File: config.mk
export PLATFORM = sky130hd
export DESIGN_NAME = piso_tx
export DESIGN_NICKNAME = d
export VERILOG_FILES = /design/src/rtl/piso_tx.sv
export SDC_FILE = /design/constraint.sdc
export NUM_CORES = 1
export LEC_CHECK = 0
export ABC_CLOCK_PERIOD_IN_PS = 1260
export BUFFER_PORTS_ARGS = -buffer_cell sky130_fd_sc_hd__buf_2
export CORE_UTILIZATION = 26
export CTS_BUF_LIST = sky130_fd_sc_hd__clkbuf_2 sky130_fd_sc_hd__clkbuf_4 sky130_fd_sc_hd__clkbuf_8
export DETAILED_ROUTE_END_ITERATION = 8
export MAX_ROUTING_LAYER = met4
export SLEW_MARGIN = 20
export SYNTH_ARGS = -nofsm -noshare
export SYNTH_HDL_FRONTEND = slang
export SYNTH_SLANG_ARGS = --single-unit
File: constraint.sdc
create_clock -name clk -period 1.26 [get_ports clk]
set_clock_uncertainty 0.05 [all_clocks]
set_input_delay 0.189 -clock clk [delete_from_list [all_inputs] [get_ports clk]]
set_output_delay 0.189 -clock clk [all_outputs]
set_load 0.05 [all_outputs]
File: src/rtl/piso_tx.sv
// piso_tx: parallel-in / serial-out transmitter with a load handshake.
// A WIDTH-bit word is captured in IDLE and shifted out MSB first over a
// valid/ready serial port. After the last bit is accepted, done pulses for one cycle.
// Optional feature macro: PISO_TX_PARITY_EN. When it is defined, an even-parity
// bit follows the data bits and is carried through a PARITY state.
//
// Handshake semantics: a transfer happens on the rising edge where valid and
// ready are both high. Once valid is high it stays high, and the data stays
// stable, until that edge. Ready may toggle freely. Ready while valid is low
// is ignored.
module piso_tx #(
  parameter int WIDTH = 16
) (
  input  logic             clk,
  input  logic             rst,
  input  logic             load_valid,
  output logic             load_ready,
  input  logic [WIDTH-1:0] load_data,
  output logic             ser_valid,
  input  logic             ser_ready,
  output logic             ser_out,
  output logic             busy,
  output logic             done
);

  localparam int CW = (WIDTH > 1) ? $clog2(WIDTH) : 1;
  localparam logic [CW-1:0] LAST_BIT = CW'(WIDTH - 1);

`ifdef PISO_TX_PARITY_EN
  typedef enum logic [1:0] {
    IDLE   = 2'd0,
    SHIFT  = 2'd1,
    PARITY = 2'd2,
    DONE   = 2'd3
  } state_t;
`else
  typedef enum logic [1:0] {
    IDLE  = 2'd0,
    SHIFT = 2'd1,
    DONE  = 2'd3
  } state_t;
`endif

  state_t          state;
  logic [WIDTH-1:0] shreg;
  logic [CW-1:0]    bit_cnt;
`ifdef PISO_TX_PARITY_EN
  logic             par_bit;
`endif

  // Frame sequencing: capture on load, shift on each accepted bit, then finish.
  always_ff @(posedge clk) begin
    if (rst) begin
      state   <= IDLE;
      shreg   <= '0;
      bit_cnt <= '0;
`ifdef PISO_TX_PARITY_EN
      par_bit <= 1'b0;
`endif
    end else begin
      case (state)
        IDLE: begin
          if (load_valid) begin
            shreg   <= load_data;
            bit_cnt <= '0;
`ifdef PISO_TX_PARITY_EN
            par_bit <= ^load_data;
`endif
            state   <= SHIFT;
          end
        end
        SHIFT: begin
          // ser_valid is always high here, so ser_ready alone marks a transfer.
          if (ser_ready) begin
            shreg <= {shreg[WIDTH-2:0], 1'b0};
            if (bit_cnt == LAST_BIT) begin
              // The counter holds at its last value so that it never wraps.
`ifdef PISO_TX_PARITY_EN
              state <= PARITY;
`else
              state <= DONE;
`endif
            end else begin
              bit_cnt <= bit_cnt + 1'b1;
            end
          end
        end
`ifdef PISO_TX_PARITY_EN
        PARITY: begin
          if (ser_ready) begin
            state <= DONE;
          end
        end
`endif
        DONE: begin
          state <= IDLE;
        end
        default: begin
          state <= IDLE;
        end
      endcase
    end
  end

  // Outputs decode from registered state only; no input reaches an output.
  always_comb begin
    load_ready = (state == IDLE);
    busy       = (state != IDLE);
    done       = (state == DONE);
    ser_valid  = (state == SHIFT);
    ser_out    = (state == SHIFT) & shreg[WIDTH-1];
`ifdef PISO_TX_PARITY_EN
    if (state == PARITY) begin
      ser_valid = 1'b1;
      ser_out   = par_bit;
    end
`endif
  end

endmodule

[Yosys cells after proc, flatten, opt, wreduce, memory -nomap -nowiden]
Index checks and enable logic that the tools add are counted.
Operators by class
  $add $sub $neg: 1
  equality and inequality tests: 7
  muxes and demuxes: 11
  bitwise operators: 1
  reduce and logical (&&, ||, !) cells: 6
Operators by type and width (count)
  2-to-1 mux 16 bit: 2
  one-hot mux 16 bit (2 select lines): 1
  2-to-1 mux 4 bit: 3
  one-hot mux 4 bit (2 select lines): 1
  2-to-1 mux 2 bit: 3
  AND reduction 3 bit: 2
  adder 4 x 1 -> 4 bit (second input constant): 1
  == test 4 bit (second input constant): 1
  != test 2 x 1 -> 1 bit (second input constant): 2
  != test 2 bit (second input constant): 2
  one-hot mux 2 bit (2 select lines): 1
  AND reduction 4 bit: 1
  nonzero test 2 bit: 2
  == test 2 x 1 -> 1 bit (second input constant): 1
  == test 2 bit (second input constant): 1
  logical NOT 2 bit: 1
  AND 1 bit: 1
Word-level totals
  register bits after elaboration: 22
  bits of input ports: 20
  word-level logic and storage cells: 29

[Longest topological paths before layout]
Gate-level depths: netlist (run 1).
  depth after elaboration: 4
  mapped depth: 6

[Worst setup path before layout (run 1)]
OpenSTA, ideal clock, no wires.
  path type: flip-flop to output port
  from: register state[1]
  to: output port load_ready
  arrival: 1627 ps
  path slack: -606 ps
  cell stages (with the launch flop): 6
  buffers on the path: 2
  cells stage by stage: dfxtp_1 buf_4 clkinv_1 clkbuf_1 nand2_1 inv_1
On the way
  word-level cells in the longest chain between the ends: 1
RTL lines
  start, declared: line 44  | state_t state;
  start signal, assigned: line 54  | state <= IDLE;
  start signal, assigned: line 69  | state <= SHIFT;
  start signal, assigned: line 81  | state <= DONE;
  logical NOT 2 bit: line 107  | load_ready = (state == IDLE);
  end, declared: line 17  | output logic load_ready,
Every way passes these cells.

[Worst setup path after layout (run 1)]
  from: register state[0]
  to: output port load_ready
Same word-level chain as after synthesis.

==> results of run 1 <==
==> worst register-to-register path, stage by stage, from the launching register on <==
cell	delay, ns
dfxtp_4	0.38
buf_6	0.15
mux2i_4	0.23
buf_4	0.17
o311ai_4	0.23
o41ai_2	0.11
==> layout make-up <==
cell class | count | area (sq um)
fillers | 363 | 2255
multi-input cells | 79 | 868.3
flip-flops and latches | 22 | 449.2
repair buffers | 47 | 379.1
well taps | 50 | 62.56
clock buffers | 4 | 55.05
inverters | 6 | 46.29
==> stage by stage <==
stage | std cells | hold slack [ns] | cell area, sq um | utilization [%] | setup TNS [ns]
floorplan | 116 | 0.2585 | 1225 | - | -0.9472
global placement | 193 | 0.4110 | 1424 | 34.60 | -1.399
detailed placement | 193 | 0.4133 | 1424 | 34.60 | -2.187
CTS | 205 | 0.1741 | 1709 | 41.53 | -2.606
global route | 208 | 0.1900 | 1861 | 45.21 | -3.964
finish | 208 | 0.1754 | 1861 | 45.21 | -2.825
==> placed cells by master (no fill, tap or decap), drive strengths merged, types with 3 or more instances in the layout <==
cell type / n
a21oi: 16
a311oi: 15
buf: 47
clkbuf: 4
clkinvlp: 3
dfxtp: 22
mux2: 4
mux2i: 16
nand2: 3
nor3: 3
==> sequential cells by signal (all words and copies together) (netlist names) <==
name     cells
shreg       16
bit_cnt      4
state        2
==> synth_stat cells <==
| cell type | number | area (sq um) |
|---|---|---|
| nand2_1 | 3 | 11.26 |
| a21oi_1 | 16 | 80.08 |
| inv_1 | 5 | 18.77 |
| nor3_1 | 3 | 15.01 |
| buf_12 | 1 | 20.02 |
| o21ai_0 | 1 | 5.000 |
| a31oi_1 | 1 | 6.260 |
| clkinv_1 | 1 | 3.750 |
| a32o_1 | 1 | 10.01 |
| buf_2 | 1 | 5.000 |
| a211o_1 | 1 | 8.760 |
| nor4_1 | 2 | 12.51 |
| buf_6 | 5 | 56.30 |
| buf_4 | 1 | 7.510 |
| nand2b_4 | 1 | 13.76 |
| nor2_1 | 2 | 7.510 |
| a311oi_1 | 15 | 131.4 |
| nand4_1 | 2 | 12.51 |
| dfxtp_1 | 22 | 440.4 |
| o41ai_1 | 1 | 8.760 |
| mux2i_1 | 16 | 160.2 |
| and4_2 | 1 | 10.01 |
| nand3_1 | 2 | 10.01 |
| and3_2 | 1 | 7.510 |
| o31ai_1 | 1 | 7.510 |
| clkbuf_1 | 4 | 15.01 |
| o311ai_0 | 1 | 8.760 |
| or4b_1 | 1 | 10.01 |
| ha_1 | 1 | 12.51 |
| mux2_4 | 1 | 15.01 |
| a2111oi_0 | 1 | 8.760 |
| a31o_1 | 1 | 8.760 |
==> timing repair <==
| action | CTS | global route |
|---|---|---|
| buffers inserted | 5 | 3 |
| setup endpoints to repair | 25 | 25 |
| gates resized for setup | 36 | 26 |
| hold buffers | 0 | 0 |
| hold endpoints to repair | 0 | 0 |
| pin swaps | 2 | 4 |
| cloned | 3 | 0 |
==> path summary, 6_finish.rpt <==
| check | slack (ns) | start | depth (start not counted) | end |
|---|---|---|---|---|
| max | -0.22 | state[0] | 5 | load_ready |
| min | 0.18 | load_data[0] | 3 | shreg[0] |
| max reg2reg | -0.17 | state[0] | 5 | bit_cnt[1] |
| min reg2reg | 0.45 | shreg[0] | 2 | shreg[0] |
==> power by group <==
part	internal, mW	switching (mW)
combinational	0.245	0.246
clock	0.278	0.230
sequential	0.746	0.0424
==> cell families after synthesis <==
logic type | Yosys count
compound gates | 40
flops | 22
buf+inv | 18
simple gates | 18
mux | 17
fa+ha+maj | 1
==> per-layer routing <==
layer	wire [um]	global-route usage [%]	vias up
li1	-	-	542
met1	1643	21.26	599
met2	1768	23.77	31
met3	100	1.833	6
met4	46	3.906	0
met5	0	-	-
==> results_dict.tcl, run 1 <==
set metrics [dict create \
    status "finished with violations" \
    violations "negative setup slack" \
    drtIter0Drc 59 \
    finalSetupViolations 25 \
    core_sq_mm 0.004115 \
    synth.area.mux_share_pct 15.25 \
    path_clk_slew_ns 0.08 \
    drc 0 \
    crit_chain "buf_6, clkinvlp_4, nand2_8, clkinvlp_4, buf_6" \
    yosys_warnings 0 \
    ir_drop_uv 446.8 \
    pre_cts_ws_ns -0.1961 \
    wl_per_cell_um 17.11 \
    start_kind "flop" \
    cts-root-buf "clkbuf_8" \
    path_max_fanout 5 \
    grt_max_degree 23 \
    synth_seq_cells 22 \
    gr-usage-all-layers_pct 15.45 \
    hold_viol 0 \
    rsz0062_at_grt "true" \
    antenna_found_initial 0 \
    synth_top_family_by_area "compound AO/OA/AOI/OAI gates" \
    post-route-period-util_pct 117.3 \
    path_class "reg2out" \
    chipWidth_um 68.47 \
    cap_viol_max_count 0 \
    arrival_ns 1.24 \
    power_mw 1.788 \
    slew_headroom_pct 77.73 \
    grt-ovfl-total 0 \
    cellLeakagePower_nw 0.7362 \
    cp_num_buf_inv 4 \
    yosys.area_share.xor_xnor_pct 0 \
    tritoncts "done" \
    cp.required_ns 1.02 \
    grt_pass1_wl_um 5209 \
    vias 1178 \
    seq_area_frac_synth_pct 38.34 \
    end_kind "output port" \
    diodes 0 \
    slew_violations 0 \
    synth_cells 116 \
    synth_nets 137 \
    post-route-min-period_ns 1.479 \
    max_freq_mhz 676.3 \
    cp_slowest_stage_delay_ns 0.40 \
    final_nets 180 \
    routabilityCongestion 0.7061 \
    grt_pass1_vias 1053 \
    rows 23 \
    routed_via_density 5.663 \
    cts_made_buffers 3 \
    die_area_sq_mm 0.004687 \
    pin_count 25 \
    synth_area_sq_mm 0.001149 \
    clockBufferDepth 2 \
    synth_adder_area_share_pct 1.089 \
    ant_nets 0 \
    cts_max_level 1 \
    worstHoldPathType "in2reg" \
    io_buffers 24 \
    fin_ws_ns -0.2186 \
    fp.dieH_um 68.47 \
    yosys.area_share.simple_pct 9.586 \
    clk_latency_ns 0.26 \
    area_delta_synth_final_pct 61.98 \
    power.density_mw_per_mm2 960.8 \
    ys_types 32 \
    firstDrtPassIters 4 \
    drive_gt1_share_pct 63.92 \
    critPathTopFamily "buffers and inverters" \
    tightest_slew_ns 0.3270 \
    cts_sinks 22 \
    dp.final_hpwl_um 1893 \
    routed_wl_um 3559 \
    synth_area_per_cell_sq_um 9.902 \
    synth_compound_area_share_pct 24.73 \
    cpMaxStageDelayCell "dfxtp_4" \
    initial_utilization_pct 27.91 \
]
Power figures use the tool's default switching activity.
==> run 2, diff against run 1 <==
--- a/config.mk
+++ b/config.mk
@@ -7,10 +7,13 @@
 export LEC_CHECK = 0
 export ABC_CLOCK_PERIOD_IN_PS = 1260
 export BUFFER_PORTS_ARGS = -buffer_cell sky130_fd_sc_hd__buf_2
-export CORE_UTILIZATION = 26
+export CORE_UTILIZATION = 50
 export CTS_BUF_LIST = sky130_fd_sc_hd__clkbuf_2 sky130_fd_sc_hd__clkbuf_4 sky130_fd_sc_hd__clkbuf_8
 export DETAILED_ROUTE_END_ITERATION = 8
+export HOLD_SLACK_MARGIN = 0.15
 export MAX_ROUTING_LAYER = met4
+export PLACE_DENSITY = 0.77
+export RECOVER_POWER = 25
 export SLEW_MARGIN = 20
 export SYNTH_ARGS = -nofsm -noshare
 export SYNTH_HDL_FRONTEND = slang
==> results_dict.tcl, run 2 (synthesis gave the netlist of run 1 again) <==
set metrics [dict create \
    routabilityCongestion 0.9115 \
    clockBufferDepth 2 \
    fp.dieH_um 49.93 \
    cpMaxStageDelayCell "dfxtp_4" \
    largest_reg_flops 16 \
    finalSetupViolations 26 \
    post-route-min-period_ns 1.508 \
    die_area_sq_mm 0.002493 \
    grt_pass1_vias 1213 \
    pre_cts_ws_ns -0.1463 \
    fin_ws_ns -0.2477 \
    cp_slowest_stage_delay_ns 0.40 \
    top_register "shreg" \
    chipWidth_um 49.93 \
    tightest_slew_ns 0.4002 \
    ir_drop_uv 933.1 \
    path_class "reg2reg" \
    drc 0 \
    critPathTopFamily "buffers and inverters" \
    pin_count 25 \
    final_cell_area_sq_mm 0.001887 \
    antenna_found_initial 0 \
    regArea_sq_um 451.7 \
    hold_viol 0 \
    multi_input_area_sq_um 877.1 \
    vias 1263 \
    slew_headroom_pct 72.75 \
    rsz0062_at_grt "true" \
    clk_latency_ns 0.33 \
    drtIter0Drc 42 \
    io_buffers 24 \
    crit_chain "buf_6, nand2b_4, buf_12, buf_4, mux2i_2, a311oi_2" \
    reg.largest.list "shreg x16, bit_cnt x4, state x2" \
    area_delta_synth_final_pct 64.27 \
    firstDrtPassIters 4 \
    tritoncts "done" \
    status "finished with violations" \
    violations "negative setup slack" \
    final_common_cell "buf_2" \
    power.density_mw_per_mm2 984.5 \
    grt_max_degree 23 \
    cts_max_level 1 \
    cp.required_ns 1.42 \
    start_kind "flop" \
    routed_wl_um 4408 \
    routed_via_density 6.683 \
    grt_pass1_wl_um 6168 \
    dp.final_hpwl_um 1831 \
    diodes 0 \
    initial_utilization_pct 55.70 \
    wl_per_cell_um 23.32 \
    cap_viol_max_count 0 \
    gr-usage-all-layers_pct 34.51 \
    rows 16 \
    final_nets 184 \
    worstHoldPathType "in2reg" \
    grt-ovfl-total 0 \
    drive_gt1_share_pct 62.96 \
    max_freq_mhz 663.3 \
    cts_sinks 22 \
    final_cell_mix "buf_2 (19), dfxtp_1 (17), buf_4 (16)" \
    cts_made_buffers 3 \
    ant_nets 0 \
    cp_num_buf_inv 3 \
    end_kind "flop" \
    fillers 77 \
    path_max_fanout 10 \
    cts-root-buf "clkbuf_4" \
    post-route-period-util_pct 119.7 \
    arrival_ns 1.67 \
    regToRegSetupSlack_ns -0.25 \
    timing.hold.ws_ns 0.1611 \
    path_clk_slew_ns 0.14 \
    dpl_cell_area_sq_mm 0.001418 \
    core_sq_mm 0.002062 \
    cellLeakagePower_nw 0.7675 \
    slew_violations 0 \
]
## run 2: cell type report
cell class / count / share of cell area (%)
multi-input combinational: 79 / 46.49
sequential: 22 / 23.94
timing repair buffer: 51 / 22.55
clock buffer: 3 / 1.194
tap: 27 / 1.790
inverter: 6 / 2.454
clock inverter: 1 / 1.592
## run 2: final timing paths
path | to | from | cells after the start
worst max-delay path | shreg[13] | state[0] | 6
worst min-delay path | shreg[11] | load_data[11] | 3
worst max register to register | shreg[13] | state[0] | 6
worst min register to register | shreg[0] | shreg[0] | 2
## run 2: worst reg2reg max path, cell delays in order, from the launching register on
cell	delay [ns]
dfxtp_4	0.40
buf_6	0.12
nand2b_4	0.07
buf_12	0.11
buf_4	0.23
mux2i_2	0.28
a311oi_2	0.14
## run 2: through the flow
stage / setup TNS [ns] / std cells / power (mW) / util (%)
floorplan: -0.9472 / 116 / 1.041 / -
global placement: -0.8823 / 173 / 1.099 / 68.75
detailed placement: -1.506 / 173 / 1.111 / 68.75
CTS: -2.564 / 188 / 1.745 / 86.35
global route: -4.913 / 189 / 1.903 / 91.50
finish: -4.077 / 189 / 1.858 / 91.50
## run 2: power by group
group | switching (mW) | internal [mW]
Sequential | 0.0477 | 0.746
Combinational | 0.258 | 0.233
Clock | 0.252 | 0.322
## run 2: metal layers
layer	global-route usage [%]	part of all wire, %	up-vias
met4	10.95	5.3	0
met3	4.012	6.8	24
met1	42.16	41	602
li1	-	-	553
met5	-	0	-
met2	58.78	47	84
## run 2: what timing repair did
item / CTS / global route
endpoints found under the hold margin: 2 / 0
pin swaps: 10 / 4
endpoints found under the setup margin: 25 / 26
setup buffers: 7 / 1
cloned: 3 / 0
resized for setup: 47 / 20
hold buffers: 2 / 0
